File: src/rtl/pllmap_spi_rx.sv
// SPI slave receive/decode stage: oversamples sclk/mosi/ss_n, deserializes one
// frame per ss_n window, updates PLL config on good write frames, returns status on miso.
module pllmap_spi_rx #(
  parameter int unsigned DATA_WIDTH = 512,
  parameter logic [9:0]  RATIO_RST  = 10'd6
) (
  input  logic       clk,
  input  logic       rst_n,
  input  logic       sclk,
  input  logic       mosi,
  input  logic       ss_n,
  input  logic       lock,
  output logic       miso,
  output logic [9:0] cfg_ratio,
  output logic       cfg_pllen,
  output logic       cfg_valid,
  output logic       rx_finish,
  output logic       frame_err
);

  localparam int unsigned CNT_W   = $clog2(DATA_WIDTH) + 1;
  localparam int unsigned RATIO_W = 10;
  localparam int unsigned STAT_W  = RATIO_W + 2;

  typedef enum logic [1:0] {
    IDLE,
    SHIFT,
    DONE
  } state_e;

  state_e                state_q, state_d;
  logic [2:0]            sclk_pipe_q, sclk_pipe_d;
  logic [2:0]            ss_pipe_q, ss_pipe_d;
  logic [1:0]            mosi_pipe_q, mosi_pipe_d;
  logic [DATA_WIDTH-1:0] frame_q, frame_d;
  logic [DATA_WIDTH-1:0] shadow_q, shadow_d;
  logic [CNT_W-1:0]      cnt_q, cnt_d;
  logic                  miso_q, miso_d;
  logic [RATIO_W-1:0]    cfg_ratio_q, cfg_ratio_d;
  logic                  cfg_pllen_q, cfg_pllen_d;
  logic                  cfg_valid_q, cfg_valid_d;
  logic                  rx_finish_q, rx_finish_d;
  logic                  frame_err_q, frame_err_d;

  logic sclk_rise_c, sclk_fall_c, ss_rise_c, ss_low_c, mosi_sync_c;
  logic frame_unused_c;

  // Events from the synchronized stage [1] against the edge-detect stage [2]
  assign sclk_rise_c = sclk_pipe_q[1] & ~sclk_pipe_q[2];
  assign sclk_fall_c = ~sclk_pipe_q[1] & sclk_pipe_q[2];
  assign ss_rise_c   = ss_pipe_q[1] & ~ss_pipe_q[2];
  // Level test so a select that falls during DONE is still picked up in IDLE
  assign ss_low_c    = ~ss_pipe_q[1];
  assign mosi_sync_c = mosi_pipe_q[1];

  assign frame_unused_c = frame_q[DATA_WIDTH-1] ^ shadow_q[DATA_WIDTH-1];

  always_comb begin
    state_d     = state_q;
    sclk_pipe_d = {sclk_pipe_q[1:0], sclk};
    ss_pipe_d   = {ss_pipe_q[1:0], ss_n};
    mosi_pipe_d = {mosi_pipe_q[0], mosi};
    frame_d     = frame_q;
    shadow_d    = shadow_q;
    cnt_d       = cnt_q;
    miso_d      = miso_q;
    cfg_ratio_d = cfg_ratio_q;
    cfg_pllen_d = cfg_pllen_q;
    cfg_valid_d = 1'b0;
    rx_finish_d = 1'b0;
    frame_err_d = 1'b0;

    unique case (state_q)
      IDLE: begin
        if (ss_low_c) begin
          state_d                  = SHIFT;
          cnt_d                    = '0;
          shadow_d                 = '0;
          shadow_d[STAT_W-1:0]     = {lock, cfg_pllen_q, cfg_ratio_q};
          miso_d                   = shadow_d[DATA_WIDTH-1];
        end
      end
      SHIFT: begin
        if (sclk_rise_c) begin
          frame_d = {frame_q[DATA_WIDTH-2:0], mosi_sync_c};
          if (cnt_q != CNT_W'(DATA_WIDTH)) begin
            cnt_d = cnt_q + CNT_W'(1);
          end
        end
        if (sclk_fall_c) begin
          shadow_d = {shadow_q[DATA_WIDTH-2:0], 1'b0};
          miso_d   = shadow_q[DATA_WIDTH-2];
        end
        if (ss_rise_c) begin
          state_d = DONE;
        end
      end
      DONE: begin
        state_d = IDLE;
        if (cnt_q == CNT_W'(DATA_WIDTH)) begin
          rx_finish_d = 1'b1;
          if (frame_q[1]) begin
            cfg_pllen_d = frame_q[2];
            cfg_ratio_d = frame_q[12:3];
            cfg_valid_d = 1'b1;
          end
        end else begin
          frame_err_d = 1'b1;
        end
      end
      default: state_d = IDLE;
    endcase
  end

  // Synchronizers reset to the idle bus levels so reset release creates no events
  always_ff @(posedge clk or negedge rst_n) begin
    if (!rst_n) begin
      state_q     <= IDLE;
      sclk_pipe_q <= 3'b000;
      ss_pipe_q   <= 3'b111;
      mosi_pipe_q <= 2'b00;
      frame_q     <= '0;
      shadow_q    <= '0;
      cnt_q       <= '0;
      miso_q      <= 1'b0;
      cfg_ratio_q <= RATIO_RST;
      cfg_pllen_q <= 1'b0;
      cfg_valid_q <= 1'b0;
      rx_finish_q <= 1'b0;
      frame_err_q <= 1'b0;
    end else begin
      state_q     <= state_d;
      sclk_pipe_q <= sclk_pipe_d;
      ss_pipe_q   <= ss_pipe_d;
      mosi_pipe_q <= mosi_pipe_d;
      frame_q     <= frame_d;
      shadow_q    <= shadow_d;
      cnt_q       <= cnt_d;
      miso_q      <= miso_d;
      cfg_ratio_q <= cfg_ratio_d;
      cfg_pllen_q <= cfg_pllen_d;
      cfg_valid_q <= cfg_valid_d;
      rx_finish_q <= rx_finish_d;
      frame_err_q <= frame_err_d;
    end
  end

  assign miso      = miso_q;
  assign cfg_ratio = cfg_ratio_q;
  assign cfg_pllen = cfg_pllen_q;
  assign cfg_valid = cfg_valid_q;
  assign rx_finish = rx_finish_q;
  assign frame_err = frame_err_q;

endmodule

File: config.mk
export PLATFORM = sky130hd
export DESIGN_NAME = pllmap_spi_rx
export DESIGN_NICKNAME = d
export VERILOG_FILES = /design/src/rtl/pllmap_spi_rx.sv
export SDC_FILE = /design/constraint.sdc
export NUM_CORES = 1
export LEC_CHECK = 0
export CAP_MARGIN = 15
export CELL_PAD_IN_SITES_DETAIL_PLACEMENT = 0
export CELL_PAD_IN_SITES_GLOBAL_PLACEMENT = 2
export CORE_UTILIZATION = 40
export CTS_BUF_LIST = sky130_fd_sc_hd__clkbuf_16
export DETAILED_ROUTE_END_ITERATION = 8
export PLACE_DENSITY_LB_ADDON = 0.25
export SLEW_MARGIN = 20
export SYNTH_ARGS = -nofsm -noshare
export SYNTH_HDL_FRONTEND = slang
export SYNTH_SLANG_ARGS = --single-unit
File: constraint.sdc
create_clock -name clk -period 2.6 [get_ports clk]
set_input_delay 0.26 -clock clk [delete_from_list [all_inputs] [get_ports clk]]
set_output_delay 0.26 -clock clk [all_outputs]
set_load 0.02 [all_outputs]
==> impl_results.md <==
- Post-synthesis sequential element count: between 500 and 600
- Maximum root-to-sink buffer count: 3
- Total Negative Setup Slacks: 0 ns
- Width of the die: around 240 um
- Most common cell after layout, fill and taps aside: nand2_1
- Instance count on the critical path: 4
- Average vias per placed instance: 4.72
- Die ar.: 55800 um2
- Ratio of final minimum period to clock period: 0.791
- Critical path capture point type: register
- FF-to-FF End: cnt_q[6]$_DFFE_PN0P_
- Run status: finished, final reports clean
- Yosys cell types: between 40 and 50
- Final design area excluding fillers: ~25000 um2
- Post-detailed-route DRC marker count: 0
- Commonest cells after routing, fill and taps aside: nand2_1 (1018), dfrtp_1 (554), o21ai_0 (511), clkbuf_16 (60), buf_4 (44)
- Detail Placement HPWL: 21000 um
- Clock insertion delay at the later pin of the skew report: a little over 0.6 ns
- Start point of the critical path: cnt_q[4]$_DFFE_PN0P_
- Top fanout value on the critical path: 19
- Hold Startpoint: ss_n
- Delay of the slowest cell on the worst path: roughly 0.55 ns
- Hold Violations, Final: 0
- Area growth, synth to finish: 14.7%
- Critical path required time: 3.13 ns
- Core region area: 54000 um2
- Slew at the pin closest to its max-slew limit: roughly 0.84 ns
- Largest net degree at the start of global routing: 137
- Worst hold margin: between 0.06 and 0.07 ns
- Top Ports: 21
- Yosys warning count: 0
- FP Rows: 85
- Final global-route overflow total: 0
- Max Freq: approximately 500 MHz
- Area of the multi-input gates: 7220 um2
- Number of cell instances on the worst register-to-register path: 4
- Die extent in y: ~240 um
- Setup ws final: roughly 0.54 ns
- Startpoint class of the critical path: register
- Overall via count from detail_route: around 15k
- Residual antenna-violating net count after detailed routing: 0
- DR pass1 iterations: 5
- Routed wire per std cell: 11.9 um
- Kind of cell with the highest combined delay on the critical path: simple AND/OR/NAND/NOR gates
- Syn Nets: ~2.4k
- Setup slack of the most critical reg-to-reg path: 0.54 ns
- Standard cell with the maximum stage delay on the critical path: or4_4
- Worst path cell trace: or4_4 > o31a_1 > or2_4 > a31oi_1
- GRT Overall Usage: 0.140
- Number of instances in the synthesized netlist: about 2.4k
- Final GP Congestion: approximately 0.71
- Sequential cell area fraction in the yosys report: 0.638
- Share of layout cells above drive strength 1: 0.0828
- PwrDens: ~730 nW/um2
- Detailed Route Iter0 Violations: approximately 900
- Setup clock skew after layout: about 0.023 ns
- VDD IR-drop max: between 0.4 and 0.5 mV
- Total Routed Length: about 37000 um
- Instance area after placement: between 20000 and 25000 um2
- Capture point of the worst path: cnt_q[6]$_DFFE_PN0P_
- Relative slew margins: 0.442
- Clock transition at the register clock pins on the worst setup and hold paths after CTS: about 0.060 ns
- Critical Path AT: approximately 2.6 ns
- Wire length of the first global-routing pass: ~68000 um
- Initial antenna violation count: 0
- Setup repair after global routing missed its margin: no
- MaxCap Viol Count: 0
- Vias in the first global route: ~15k
- Fill count: between 5k and 6k
- Dpl ws: 0.547 ns
- Area taken by flip-flops and latches: roughly 14000 um2
- Clock Sink Count: ~560
- Sum of buffers and inverters on the critical path: 0
- Clock tree from TritonCTS: yes
- Leakage dissipation: 10.9 nW
- Critical path class: reg -> reg
- Power after layout: about 18 mW
- Number of clock buffers inserted by TritonCTS: 60
- Setup-failing EPs final: 0
- Fin nets: around 2.3k
- Final period demand of the worst path: slightly above 2 ns
- Number of H-tree branching levels: 2
- Number of buffers inserted to repair setup after CTS: 0
- Origin of the critical flop-to-flop path: cnt_q[4]$_DFFE_PN0P_
- Post-synthesis instance area: roughly 22000 um2
- Mean Syn Cell Area: 9.32 um2
- Number of port buffers: 20
- Initial Utilization: 0.406
- Number of slew-limit violations in the final report: 0
- Root Buffer Master: clkbuf_16
- Antenna fix cells: 0
- Worst hold-check path type: in -> reg
-- cell families (layout without fill, tap and decap cells) --
group,after synthesis,after routing,synth area share
adders and majority gates,2,2,0.00114
and+or+nand+nor,1050,1050,0.184
AOI/OAI and AO/OA,530,530,0.123
xor gates and xnor gates,1,1,0.000399
muxes,36,36,0.0196
buffers and inverters,177,212,0.0342
DFF,559,559,0.638
-- what timing repair did --
item	CTS	global route
gates resized for setup	0	0
endpoints found under the hold margin	60	0
hold buffers	1	0
-- area by class of cell --
cell class | count | share of cell area
multi-input combinational | 1619 | 0.287
clock inverter | 51 | 0.0145
timing repair buffer | 98 | 0.0479
clock buffer | 60 | 0.0597
inverter | 3 | 0.000447
tap | 696 | 0.0346
sequential | 559 | 0.556
-- worst min-delay path by stage --
stage	to	depth (start not counted)
4_1_cts	ss_pipe_q[0]$_DFF_PN1_	1
5_1_grt	ss_pipe_q[0]$_DFF_PN1_	1
6_report	ss_pipe_q[0]$_DFF_PN1_	1
3_3_place_gp	sclk_pipe_q[1]$_DFF_PN0_	0
3_5_place_dp	sclk_pipe_q[1]$_DFF_PN0_	0
2_1_floorplan	cfg_pllen$_DFFE_PN0P_	0
-- power by group --
group	switching (mW)	internal, mW	total, mW
logic	0.957	0.363	1.32
clock network	3.41	4.66	8.07
registers	0.0703	8.80	8.87
-- stage by stage --
stage,std cells,util
final,3086,0.466
after global routing,3086,0.466
after CTS,3086,0.466
after detailed placement,2974,0.431
after global placement,2974,0.431
after floorplan,2355,-
-- cells in the mapped netlist, drive strengths merged --
master | instances | share of area
dfrtp | 554 | 0.63
and2 | 3 | 0.00086
xnor2 | 1 | 0.00040
inv | 3 | 0.00051
o21ai | 512 | 0.12
buf | 61 | 0.014
or2 | 1 | 0.00040
and3 | 4 | 0.0011
o31a | 1 | 0.00040
mux2i | 11 | 0.0050
nand3 | 5 | 0.0011
a41oi | 1 | 0.00040
o22ai | 3 | 0.00086
nor3 | 2 | 0.00068
nand2 | 1018 | 0.17
nor3b | 1 | 0.00034
dfstp | 5 | 0.0060
a31oi | 3 | 0.00086
or3 | 1 | 0.00029
clkbuf | 113 | 0.019
nor2 | 3 | 0.00051
o211ai | 1 | 0.00057
nand2b | 1 | 0.00029
a21oi | 1 | 0.00023
and4 | 1 | 0.00040
mux2 | 25 | 0.015
a22o | 6 | 0.0024
o21bai | 1 | 0.00051
o2bb2ai | 1 | 0.00040
nand4b | 1 | 0.00040
or4 | 1 | 0.00051
ha | 2 | 0.0011
and4bb | 1 | 0.00057
and3b | 1 | 0.00040
nor2b | 6 | 0.0017
-- layer usage --
metal | vias up | track usage | part of all wire
met2 | 112 | 0.229 | 0.44
met1 | 6821 | 0.188 | 0.50
met4 | 0 | 0.0500 | 0.024
met3 | 62 | 0.0245 | 0.031
met5 | - | 0 | 0
li1 | 7579 | - | -
-- flip-flops by register name, indices dropped and copies added, names as in the netlist --
name / count
shadow_q: 511
frame_q: 13
cfg_ratio: 10
cnt_q: 10
sclk_pipe_q: 3
ss_pipe_q: 3
mosi_pipe_q: 2
state_q: 2
cfg_pllen: 1
cfg_valid: 1
frame_err: 1
miso: 1
rx_finish: 1
No activity file was read; power rests on OpenSTA's default activity.
